## src/rtl/mem_arbiter.sv

```systemverilog
// Arbitrates instruction-fetch and data requests onto one memory port, one
// transaction in flight, with a starvation bound on the instruction side.
module mem_arbiter #(
    parameter int unsigned STARVE_LIMIT = 3
) (
    input  logic        clk,
    input  logic        reset,

    input  logic        i_req,
    input  logic [31:0] i_addr,
    output logic        i_gnt,
    output logic        i_rvalid,
    output logic [31:0] i_rdata,

    input  logic        d_req,
    input  logic        d_we,
    input  logic [31:0] d_addr,
    input  logic [31:0] d_wdata,
    input  logic [3:0]  d_be,
    output logic        d_gnt,
    output logic        d_rvalid,
    output logic [31:0] d_rdata,

    output logic        m_req,
    output logic        m_we,
    output logic [31:0] m_addr,
    output logic [31:0] m_wdata,
    output logic [3:0]  m_be,
    input  logic        m_gnt,
    input  logic        m_rvalid,
    input  logic [31:0] m_rdata
);

    localparam int unsigned CntW = (STARVE_LIMIT < 4) ? 2 : $clog2(STARVE_LIMIT + 1);
    localparam logic [CntW-1:0] Limit = CntW'(STARVE_LIMIT);

    localparam logic [1:0] IDLE   = 2'd0;
    localparam logic [1:0] BUSY_I = 2'd1;
    localparam logic [1:0] BUSY_D = 2'd2;

    logic [1:0]      state_q, state_d;
    logic            lock_q, lock_d;
    logic            lock_data_q, lock_data_d;
    logic [CntW-1:0] starve_q, starve_d;

    logic sel_data;
    logic any_req;

    assign any_req = i_req | d_req;

    // A latched owner holds the selection until its handshake completes.
    always_comb begin
        if (lock_q) begin
            sel_data = lock_data_q;
        end else if (i_req && d_req) begin
            sel_data = (starve_q < Limit);
        end else begin
            sel_data = d_req;
        end
    end

    always_comb begin
        state_d     = state_q;
        lock_d      = lock_q;
        lock_data_d = lock_data_q;
        starve_d    = starve_q;
        case (state_q)
            IDLE: begin
                if (any_req && m_gnt) begin
                    state_d = sel_data ? BUSY_D : BUSY_I;
                    lock_d  = 1'b0;
                    if (sel_data && i_req) begin
                        if (starve_q < Limit) begin
                            starve_d = starve_q + 1'b1;
                        end
                    end else begin
                        starve_d = '0;
                    end
                end else if (any_req) begin
                    lock_d      = 1'b1;
                    lock_data_d = sel_data;
                end
            end
            BUSY_I, BUSY_D: begin
                if (m_rvalid) begin
                    state_d = IDLE;
                end
            end
            default: state_d = IDLE;
        endcase
    end

    always_ff @(posedge clk or posedge reset) begin
        if (reset) begin
            state_q     <= IDLE;
            lock_q      <= 1'b0;
            lock_data_q <= 1'b0;
            starve_q    <= '0;
        end else begin
            state_q     <= state_d;
            lock_q      <= lock_d;
            lock_data_q <= lock_data_d;
            starve_q    <= starve_d;
        end
    end

    // Outputs are forced low while reset is asserted.
    always_comb begin
        m_req    = 1'b0;
        m_we     = 1'b0;
        m_addr   = '0;
        m_wdata  = '0;
        m_be     = '0;
        i_gnt    = 1'b0;
        d_gnt    = 1'b0;
        i_rvalid = 1'b0;
        d_rvalid = 1'b0;
        i_rdata  = '0;
        d_rdata  = '0;
        if (!reset) begin
            i_rdata = m_rdata;
            d_rdata = m_rdata;
            case (state_q)
                IDLE: begin
                    m_req = any_req;
                    if (sel_data) begin
                        m_we    = d_we;
                        m_addr  = d_addr;
                        m_wdata = d_wdata;
                        m_be    = d_be;
                        d_gnt   = any_req & m_gnt;
                    end else begin
                        m_addr  = i_addr;
                        i_gnt   = any_req & m_gnt;
                    end
                end
                BUSY_I:  i_rvalid = m_rvalid;
                BUSY_D:  d_rvalid = m_rvalid;
                default: ;
            endcase
        end
    end

endmodule

```

## config.mk

```make
export PLATFORM = sky130hd
export DESIGN_NAME = mem_arbiter
export DESIGN_NICKNAME = d
export VERILOG_FILES = /design/src/rtl/mem_arbiter.sv
export SDC_FILE = /design/constraint.sdc
export NUM_CORES = 1
export LEC_CHECK = 0
export ABC_AREA = 1
export CAP_MARGIN = 0
export CORE_AREA = 2 2 108 110
export DETAILED_ROUTE_END_ITERATION = 10
export DIE_AREA = 0 0 110 112
export GPL_ROUTABILITY_DRIVEN = 0
export PLACE_DENSITY = 0.63
export SETUP_SLACK_MARGIN = 0.05
export SYNTH_ARGS = -nofsm -noshare
export SYNTH_HDL_FRONTEND = slang
export SYNTH_SLANG_ARGS = --single-unit
```

## constraint.sdc

```tcl
create_clock -name clk -period 2.06 [get_ports clk]
set_input_delay 0.412 -clock clk [delete_from_list [all_inputs] [get_ports clk]]
set_output_delay 0.412 -clock clk [all_outputs]
set_load 0.02 [all_outputs]
```

==> results of run 1 <==
==> metrics by stage <==
step           setup WS [ns]  instances
3_5_place_dp          -0.633        748
6_report             -0.0249        782
3_3_place_gp          -0.620        748
4_1_cts              -0.0513        766
5_1_grt               -0.122        782
2_1_floorplan          0.136        356
==> report_power, final <==
| group | internal, mW | switching, mW | leakage (nW) | total [mW] |
|---|---|---|---|---|
| combinational | 2.24 | 2.44 | 2.60 | 4.68 |
| clock | 0.249 | 0.0679 | 0.0370 | 0.317 |
| sequential | 0.165 | 0.0312 | 0.0777 | 0.197 |
| total | 2.65 | 2.54 | 2.72 | 5.20 |
==> metal layers <==
layer / part of all wire (%) / track usage, %
met5: 0 / 0
met4: 1.6 / 4.05
met3: 11 / 4.98
met2: 53 / 32.3
met1: 34 / 15.2
==> sequential cells by signal, indices dropped and copies added, names as in the netlist <==
signal,count
starve_q,2
lock_q,1
state_q,2
lock_data_q,1
==> layout make-up <==
type / instances / area, um2
fill: 1056 / 5550
timing repair buffer: 331 / 3390
multi-input combinational: 253 / 1630
inverter: 45 / 184
tap: 143 / 179
sequential: 6 / 150
clock buffer: 3 / 75.1
timing repair inverter: 1 / 11.3
==> critical path, cell delays in order (launching register included) <==
cell	delay, ns
sky130_fd_sc_hd__dfrtp_1	0.39
sky130_fd_sc_hd__ha_2	0.20
sky130_fd_sc_hd__nand2_2	0.07
sky130_fd_sc_hd__nand3_4	0.09
sky130_fd_sc_hd__nand2_8	0.16
sky130_fd_sc_hd__inv_12	0.06
sky130_fd_sc_hd__buf_12	0.14
sky130_fd_sc_hd__o21ai_2	0.12
sky130_fd_sc_hd__nor2_1	0.06
sky130_fd_sc_hd__buf_4	0.15
==> final timing paths <==
check                                          end                    start  slack, ns
max                                     m_addr[24]  starve_q[1]$_DFFE_PP0P_      -0.02
min                        starve_q[0]$_DFFE_PP0P_                    reset       0.49
max reg2reg                starve_q[1]$_DFFE_PP0P_  starve_q[1]$_DFFE_PP0P_       0.46
min reg2reg                lock_data_q$_DFFE_PP0P_  lock_data_q$_DFFE_PP0P_       0.50
max in group asynchronous  starve_q[1]$_DFFE_PP0P_                    reset       1.37
min in group clk           lock_data_q$_DFFE_PP0P_  lock_data_q$_DFFE_PP0P_       0.50
==> cells by family (layout without fill, tap and decap cells) <==
logic type / count (synthesis) / after routing / synth area share [%]
DFF: 6 / 6 / 8.44
adders and majority gates: 5 / 5 / 3.52
buffers and inverters: 98 / 380 / 31.5
AOI/OAI and AO/OA: 38 / 38 / 10.7
and+or+nand+nor: 209 / 210 / 45.9
==> cells in the final DEF (no fill, tap or decap), drive strengths merged <==
master and instances:
dlygate4sd2 68, nor3 1, o21ai 37, a21oi 1
buf 120, nand3 4, ha 5, nand2 59
inv 46, clkdlybuf4s50 135, and2 2, clkbuf 11
nor2 144, dfrtp 6
==> timing repair <==
item / 4_1_cts / 5_1_grt
endpoints found under the setup margin: 138 / 72
gates cloned: 7 / 11
buffers inserted: 8 / 6
pin swaps: 9 / 43
gates resized for setup: 476 / 188
==> PnR_summary.wiki, run 1 <==
{| class="wikitable"
! Metric !! Value
|-
| Period minus WS final || between 2 and 2.5 ns
|-
| # DRC || 0
|-
| Wire length of the first global-routing pass || 15.4 mm
|-
| Dominant cell by count in the synthesized netlist || sky130_fd_sc_hd__nor2_1
|-
| CTS sink count || 6
|-
| Cell depth of the worst flop-to-flop path || 9
|-
| Initial standard-cell utilization of the core || approximately 16%
|-
| Final instance area || 0.00563 mm2
|-
| Total grt overflow || 0
|-
| Max FO, Critical Path || 8
|-
| Average vias per placed instance || 4.16
|-
| Max rail drop VDD || 470 uV
|-
| Chip height || 112 um
|-
| Distinct cell type count of the synthesized netlist || 21
|-
| Post-route clock period utilization || 101%
|-
| Highest achievable clock rate || around 480 MHz
|-
| Number of antenna violations at the first check in global routing || 0
|-
| EDFF count, synth || 0
|-
| Total negative slack || -0.268 ns
|-
| Maximum number of pins on one net before global-route repair || 38
|-
| Number of routed nets with antenna violations || 0
|-
| Failing checks || negative setup slack
|-
| Worst-margin pin slew || roughly 0.3 ns
|-
| Total number of H-tree levels || 1
|-
| IO buf count || between 200 and 300
|-
| Largest buffer count on any clock path || 2
|-
| Number of top-level pins || ~280
|-
| Total vias in the final route || 3,253
|-
| Mean instance size in the synthesized netlist || 4.99 um2
|-
| Final core utilization || roughly 50%
|-
| Placeable core region || approximately 0.011 mm2
|-
| Post-detailed-routing wire length || 12.2 mm
|-
| Initial DRT Pass Iterations || 4
|-
| Growth of design area from synthesis to finish || 216%
|-
| Top cell type's share of synthesized area || 30.2%
|-
| Post-synthesis cell count || around 360
|-
| Worst hold margin || roughly 0.49 ns
|-
| Synthesized Nets || 500
|-
| Synthesis-stage register bit count || 6
|-
| Max Transition Viols Final || 0
|-
| Placed Area || 0.00458 mm2
|-
| Count of inserted antenna diode cells || 0
|-
| Clock tree from TritonCTS || built
|-
| Count of maximum capacitance violations || 0
|-
| Number of failing hold endpoints at the final stage || 0
|-
| Ratio of total power to cell area || about 900 mW/mm2
|-
| Clock latency on the worst-skew pair || about 0.23 ns
|-
| Setup repair after global routing missed its margin || true
|-
| Final setup skew || approximately 0.0045 ns
|-
| Cell leakage power || roughly 2.7 nW
|-
| Horiz. Die Dim || about 110 um
|-
| Seq/Total Area, Yosys || under 10%
|-
| Total global routing track utilization || ~16%
|-
| Worst setup EP type || output pin
|-
| Die ar. || 0.0123 mm2
|-
| Most used flip-flop cell after synthesis || sky130_fd_sc_hd__dfrtp_1
|-
| Run status || finished, violations left
|-
| Headroom to the max-slew limit || between 70% and 80%
|-
| Fraction of final layout cells with drive strength greater than 1 || 38.0%
|-
| Overall power of the completed layout || 5.20 mW
|-
| Top area cells in the synthesized netlist || sky130_fd_sc_hd__nor2_1 (30%), sky130_fd_sc_hd__buf_4 (14%), sky130_fd_sc_hd__nand2_1 (12%), sky130_fd_sc_hd__inv_1 (9.1%), sky130_fd_sc_hd__dfrtp_1 (8.4%)
|-
| Sort of element at the start of the critical path || flip-flop
|-
| Hold crit path type || input pin to asynchronous set/reset pin
|-
| Violation count after the first detailed-route iteration || roughly 140
|-
| Average wire per standard cell || between 15 and 20 um
|-
| Syn Std Cell Area || about 0.0018 mm2
|-
| Number of core rows || 39
|-
| Post-route setup slack || -0.0249 ns
|-
| Register clock-pin slew on the reported worst setup and hold paths || approximately 0.04 ns
|-
| Final-stage net count || between 700 and 800
|-
| Root cell of the clock tree || sky130_fd_sc_hd__clkbuf_16
|-
| Detail Placement HPWL || 7.85 mm
|-
| Number of global-route vias before repair || between 3,000 and 4,000
|-
| Post-CTS Hold Fix Bufs || 0
|-
| Critical path data arrival time || ~1.7 ns
|-
| Count of yosys warnings during synthesis || 0
|-
| Type of the worst setup path || flip-flop to output pin
|-
| Cts bufs inserted || 3
|-
| Final setup violation count || 24
|-
| Critical path data required time || about 1.7 ns
|-
| Proportion of synthesized flip-flops having asynchronous set or reset || 100%
|-
| Synth cell count leaders || sky130_fd_sc_hd__nor2_1 (143), sky130_fd_sc_hd__nand2_1 (58), sky130_fd_sc_hd__inv_1 (43), sky130_fd_sc_hd__buf_4 (33), sky130_fd_sc_hd__o21ai_0 (27)
|-
| Area leader, netlist || sky130_fd_sc_hd__nor2_1
|}
Note: power is estimated with default switching activity, not from simulation.
==> run 2: changes to the inputs <==
--- a/config.mk
+++ b/config.mk
@@ -5,11 +5,11 @@
 export SDC_FILE = /design/constraint.sdc
 export NUM_CORES = 1
 export LEC_CHECK = 0
-export ABC_AREA = 1
+export ABC_CLOCK_PERIOD_IN_PS = 2500
 export CAP_MARGIN = 0
-export CORE_AREA = 2 2 108 110
+export CORE_AREA = 2 2 106 108
 export DETAILED_ROUTE_END_ITERATION = 10
-export DIE_AREA = 0 0 110 112
+export DIE_AREA = 0 0 108 110
 export GPL_ROUTABILITY_DRIVEN = 0
 export PLACE_DENSITY = 0.63
 export SETUP_SLACK_MARGIN = 0.05
==> constraint.sdc (replaced) <==
create_clock -name clk -period 2.5 [get_ports clk]
set_input_delay 0.5 -clock clk [delete_from_list [all_inputs] [get_ports clk]]
set_output_delay 0.5 -clock clk [all_outputs]
set_load 0.02 [all_outputs]
==> run 2 against run 1 <==
- the flow now finishes without violations
- area after synthesis shrank 5.8%
- sequential share of layout area grew 0.91 points
- first-iteration DRC count grew 9.4%
- core utilization shrank 11 points
- synthesized cell count shrank 26%
- clock skew shrank 0.00092 ns
- via count shrank 17%
- hold slack gained 0.056 ns
- worst setup slack gained 0.14 ns
- critical path type unchanged
- largest cell class unchanged
==> PnR_summary.wiki, run 2 <==
{| class="wikitable"
! Metric !! Value
|-
| Register cell area after layout || 150 um2 (unchanged)
|-
| Crit path max-delay cell type || sky130_fd_sc_hd__dfrtp_1
|-
| Placed Area || 0.00444 mm2 (-3.1%)
|-
| Max rail drop VDD || 396 uV (-16%)
|-
| Seq/Total Area, Yosys || 8.97% (+0.52 points)
|-
| Mean instance size in the synthesized netlist || 6.32 um2 (+26%)
|-
| Filler cell count in the final layout || 1,156 (+9.5%)
|-
| Horiz. Die Dim || 108 um (-1.8%)
|-
| Maximum cell stage delay along the critical path || 0.39 ns (about the same)
|-
| Clock tree from TritonCTS || built
|-
| Final setup skew || 0.00362 ns (-0.000924 ns)
|-
| Worst hold margin || 0.541 ns (+0.0560 ns)
|-
| DP Worst Slack || -0.471 ns (+0.162 ns)
|-
| Count of inserted antenna diode cells || 0 (unchanged)
|-
| Number of antenna violations at the first check in global routing || 0 (unchanged)
|-
| Critical path data arrival time || 1.89 ns (+0.22 ns)
|-
| Average vias per placed instance || 4.07 (-2.1%)
|-
| Hold crit path type || flip-flop to flip-flop
|-
| Top area cells in the synthesized netlist || sky130_fd_sc_hd__nand2_1 (15%), sky130_fd_sc_hd__and2_1 (15%), sky130_fd_sc_hd__buf_4 (14%), sky130_fd_sc_hd__nor2b_1 (13%), sky130_fd_sc_hd__a21oi_1 (11%)
|-
| Number of global-route vias before repair || 2,627 (-17%)
|-
| Post-route clock period utilization || 95.5%
|-
| Die ar. || 0.0119 mm2 (-3.6%)
|-
| Placeable core region || 0.0107 mm2 (-4.3%)
|-
| Final setup violation count || 0 (-100%)
|-
| Type of the worst setup path || flip-flop to output pin
|-
| Synth cell count leaders || sky130_fd_sc_hd__nand2_1 (66), sky130_fd_sc_hd__and2_1 (39), sky130_fd_sc_hd__a21oi_1 (36), sky130_fd_sc_hd__nor2b_1 (34), sky130_fd_sc_hd__buf_4 (32)
|-
| Most used flip-flop cell after synthesis || sky130_fd_sc_hd__dfrtp_1
|-
| CTS sink count || 6 (unchanged)
|-
| Total grt overflow || 0 (unchanged)
|-
| Initial DRT Pass Iterations || 4 (unchanged)
|-
| EDFF count, synth || 0 (unchanged)
|-
| Count of maximum capacitance violations || 0 (unchanged)
|-
| Setup repair after global routing missed its margin || true
|-
| Worst-margin pin slew || 0.312 ns (+0.0110 ns)
|-
| Run status || finished, final reports clean
|-
| Top cell type's share of synthesized area || 14.8% (-15 points)
|-
| Worst setup EP type || output pin
|-
| Growth of design area from synthesis to finish || 150%
|-
| Final instance area || 0.00419 mm2 (-25%)
|-
| Proportion of synthesized flip-flops having asynchronous set or reset || 100% (unchanged)
|-
| Sort of element at the start of the critical path || flip-flop
|-
| Register clock-pin slew on the reported worst setup and hold paths || 0.04 ns (about the same)
|-
| Synthesized Nets || 409 (-18%)
|-
| Most common cell after layout, fill and taps aside || sky130_fd_sc_hd__clkdlybuf4s50_1
|-
| Critical path data required time || 2.00 ns (+0.35 ns)
|-
| Footprint of the multi-input gates || 0.00116 mm2 (-29%)
|-
| Area leader, netlist || sky130_fd_sc_hd__nand2_1
|-
| Max Transition Viols Final || 0 (unchanged)
|-
| Count of yosys warnings during synthesis || 0 (unchanged)
|-
| Number of core rows || 38 (-2.6%)
|-
| Series of cell instances along the critical path || ha_2 -> and2_4 -> o21ai_4 -> buf_12 -> nand2_1 -> a21oi_1 -> clkdlybuf4s15_2
|-
| Number of top-level pins || 277 (unchanged)
|-
| Highest achievable clock rate || approximately 420 MHz
|-
| Max FO, Critical Path || 16 (+8)
|-
| Distinct cell type count of the synthesized netlist || 27 (+29%)
|-
| Syn Std Cell Area || 0.00167 mm2 (-5.8%)
|-
| Average wire per standard cell || 14.6 um (-5.9%)
|-
| Violation count after the first detailed-route iteration || 152 (+9.4%)
|-
| Ratio of total power to cell area || 674 mW/mm2 (-27%)
|-
| Total number of H-tree levels || 1 (unchanged)
|-
| Period minus WS final || about 2.4 ns
|-
| Headroom to the max-slew limit || 79.2% (-0.66 points)
|-
| Chip height || 110 um (-1.8%)
|-
| Wire length of the first global-routing pass || 13.5 mm (-12%)
|-
| Detail Placement HPWL || 7.92 mm (+0.93%)
|-
| Post-detailed-routing wire length || 9.68 mm (-20%)
|-
| Registers with the most flip-flops || starve_q x2, state_q x2
|-
| Post-CTS Hold Fix Bufs || 0 (unchanged)
|-
| Synthesis-stage register bit count || 6 (unchanged)
|-
| Fraction of final layout cells with drive strength greater than 1 || 20.5% (-17 points)
|-
| Number of routed nets with antenna violations || 0 (unchanged)
|-
| Post-synthesis cell count || 265 (-26%)
|-
| Top cell family by delay on the critical path || buffers and inverters
|-
| Total global routing track utilization || 14.4% (-1.7 points)
|-
| Cell leakage power || 2.12 nW (-22%)
|-
| Dominant cell by count in the synthesized netlist || sky130_fd_sc_hd__nand2_1
|-
| Post-route setup slack || 0.112 ns (+0.137 ns)
|-
| Cts bufs inserted || 3 (unchanged)
|-
| Buf/Inv on CP || 2 (-1)
|-
| Total vias in the final route || 2,691 (-17%)
|-
| Maximum number of pins on one net before global-route repair || 33 (-13%)
|-
| Top library cells by usage in the layout, fill and taps aside || sky130_fd_sc_hd__clkdlybuf4s50_1 (136), sky130_fd_sc_hd__dlygate4sd2_1 (69), sky130_fd_sc_hd__nand2_1 (66)
|-
| Root cell of the clock tree || sky130_fd_sc_hd__clkbuf_8
|-
| Initial standard-cell utilization of the core || 15.6% (-0.26 points)
|-
| Number of failing hold endpoints at the final stage || 0 (unchanged)
|-
| Largest buffer count on any clock path || 2 (unchanged)
|-
| Count of placed standard cells in the final layout, fillers left out || 661 (-15%)
|-
| Clock latency on the worst-skew pair || 0.23 ns (about the same)
|-
| Final-stage net count || 667 (-15%)
|-
| IO buf count || 276 (unchanged)
|-
| # DRC || 0 (unchanged)
|-
| Number of cells after detailed placement || 654 (-13%)
|}
[run 2: cell count changes after synthesis, sizes merged, moves of 8 or more]
cell / before / now
inv: 45 / 6
a21oi: 1 / 36
nor2b: 0 / 34
nor2: 144 / 6
and2: 1 / 39
o21ai: 37 / 5
nand2: 59 / 67
[run 2: metrics by stage]
stage | TNS (ns) | total power [mW] | util (%)
3_5_place_dp | -28.64 | 2.73 | 41.5
6_report | 0 | 2.83 | 39.2
2_1_floorplan | 0 | 1.59 | -
5_1_grt | 0 | 3.04 | 39.2
4_1_cts | 0 | 2.89 | 40.9
3_3_place_gp | -26.47 | 2.69 | 41.5
[run 2: worst min-delay path, stage by stage (launching register included)]
cell	delay (ns)
sky130_fd_sc_hd__dfrtp_1	0.34
sky130_fd_sc_hd__nor2_1	0.05
sky130_fd_sc_hd__a21oi_1	0.11
[run 2: area by class of cell]
cell class,count,share of cell area [%]
repair buffers,300,63.1
clock buffers,3,0.985
flip-flops and latches,6,3.58
multi-input cells,206,27.6
inverters,6,0.537
well taps,140,4.18
[run 2: final timing paths]
path,from,end,slack [ns],cells after the start
setup / recovery,starve_q[0]$_DFFE_PP0P_,m_addr[2],0.11,7
hold / removal,lock_data_q$_DFFE_PP0P_,lock_data_q$_DFFE_PP0P_,0.54,2
setup reg to reg,starve_q[0]$_DFFE_PP0P_,starve_q[1]$_DFFE_PP0P_,1.00,6
hold reg to reg,lock_data_q$_DFFE_PP0P_,lock_data_q$_DFFE_PP0P_,0.54,2
max in group asynchronous,reset,starve_q[0]$_DFFE_PP0P_,1.76,3
min in group asynchronous,reset,lock_q$_DFFE_PP0P_,0.62,3
[run 2: cell families after synthesis]
kind of cell	Yosys count	share of synthesized area [%]
flip-flops	6	8.97
AND/OR/NAND/NOR	153	47.5
buffers and inverters	53	23.2
multiplexers	1	0.598
AO/OA/AOI/OAI	47	16.0
adder cells (fa/ha/maj)	5	3.74
[run 2: report_power, final]
group / switching (mW) / total (mW) / internal, mW
Sequential: 0.0305 / 0.168 / 0.137
Combinational: 1.36 / 2.51 / 1.15
Clock: 0.0476 / 0.152 / 0.104
Total: 1.44 / 2.83 / 1.39
[run 2: layer usage]
metal  part of all wire [%]  global-route usage [%]
met1                     36                    15.2
met2                     53                    28.4
met3                     10                    3.29
met4                    1.3                    4.03
met5                      0                       0
[run 2: timing repair]
item,4_1_cts,5_1_grt
endpoints found under the hold margin,0,0
gates cloned,2,0
pin swaps,1,1
buffers inserted,2,0
gates resized for setup,262,73
setup endpoints to repair,138,63
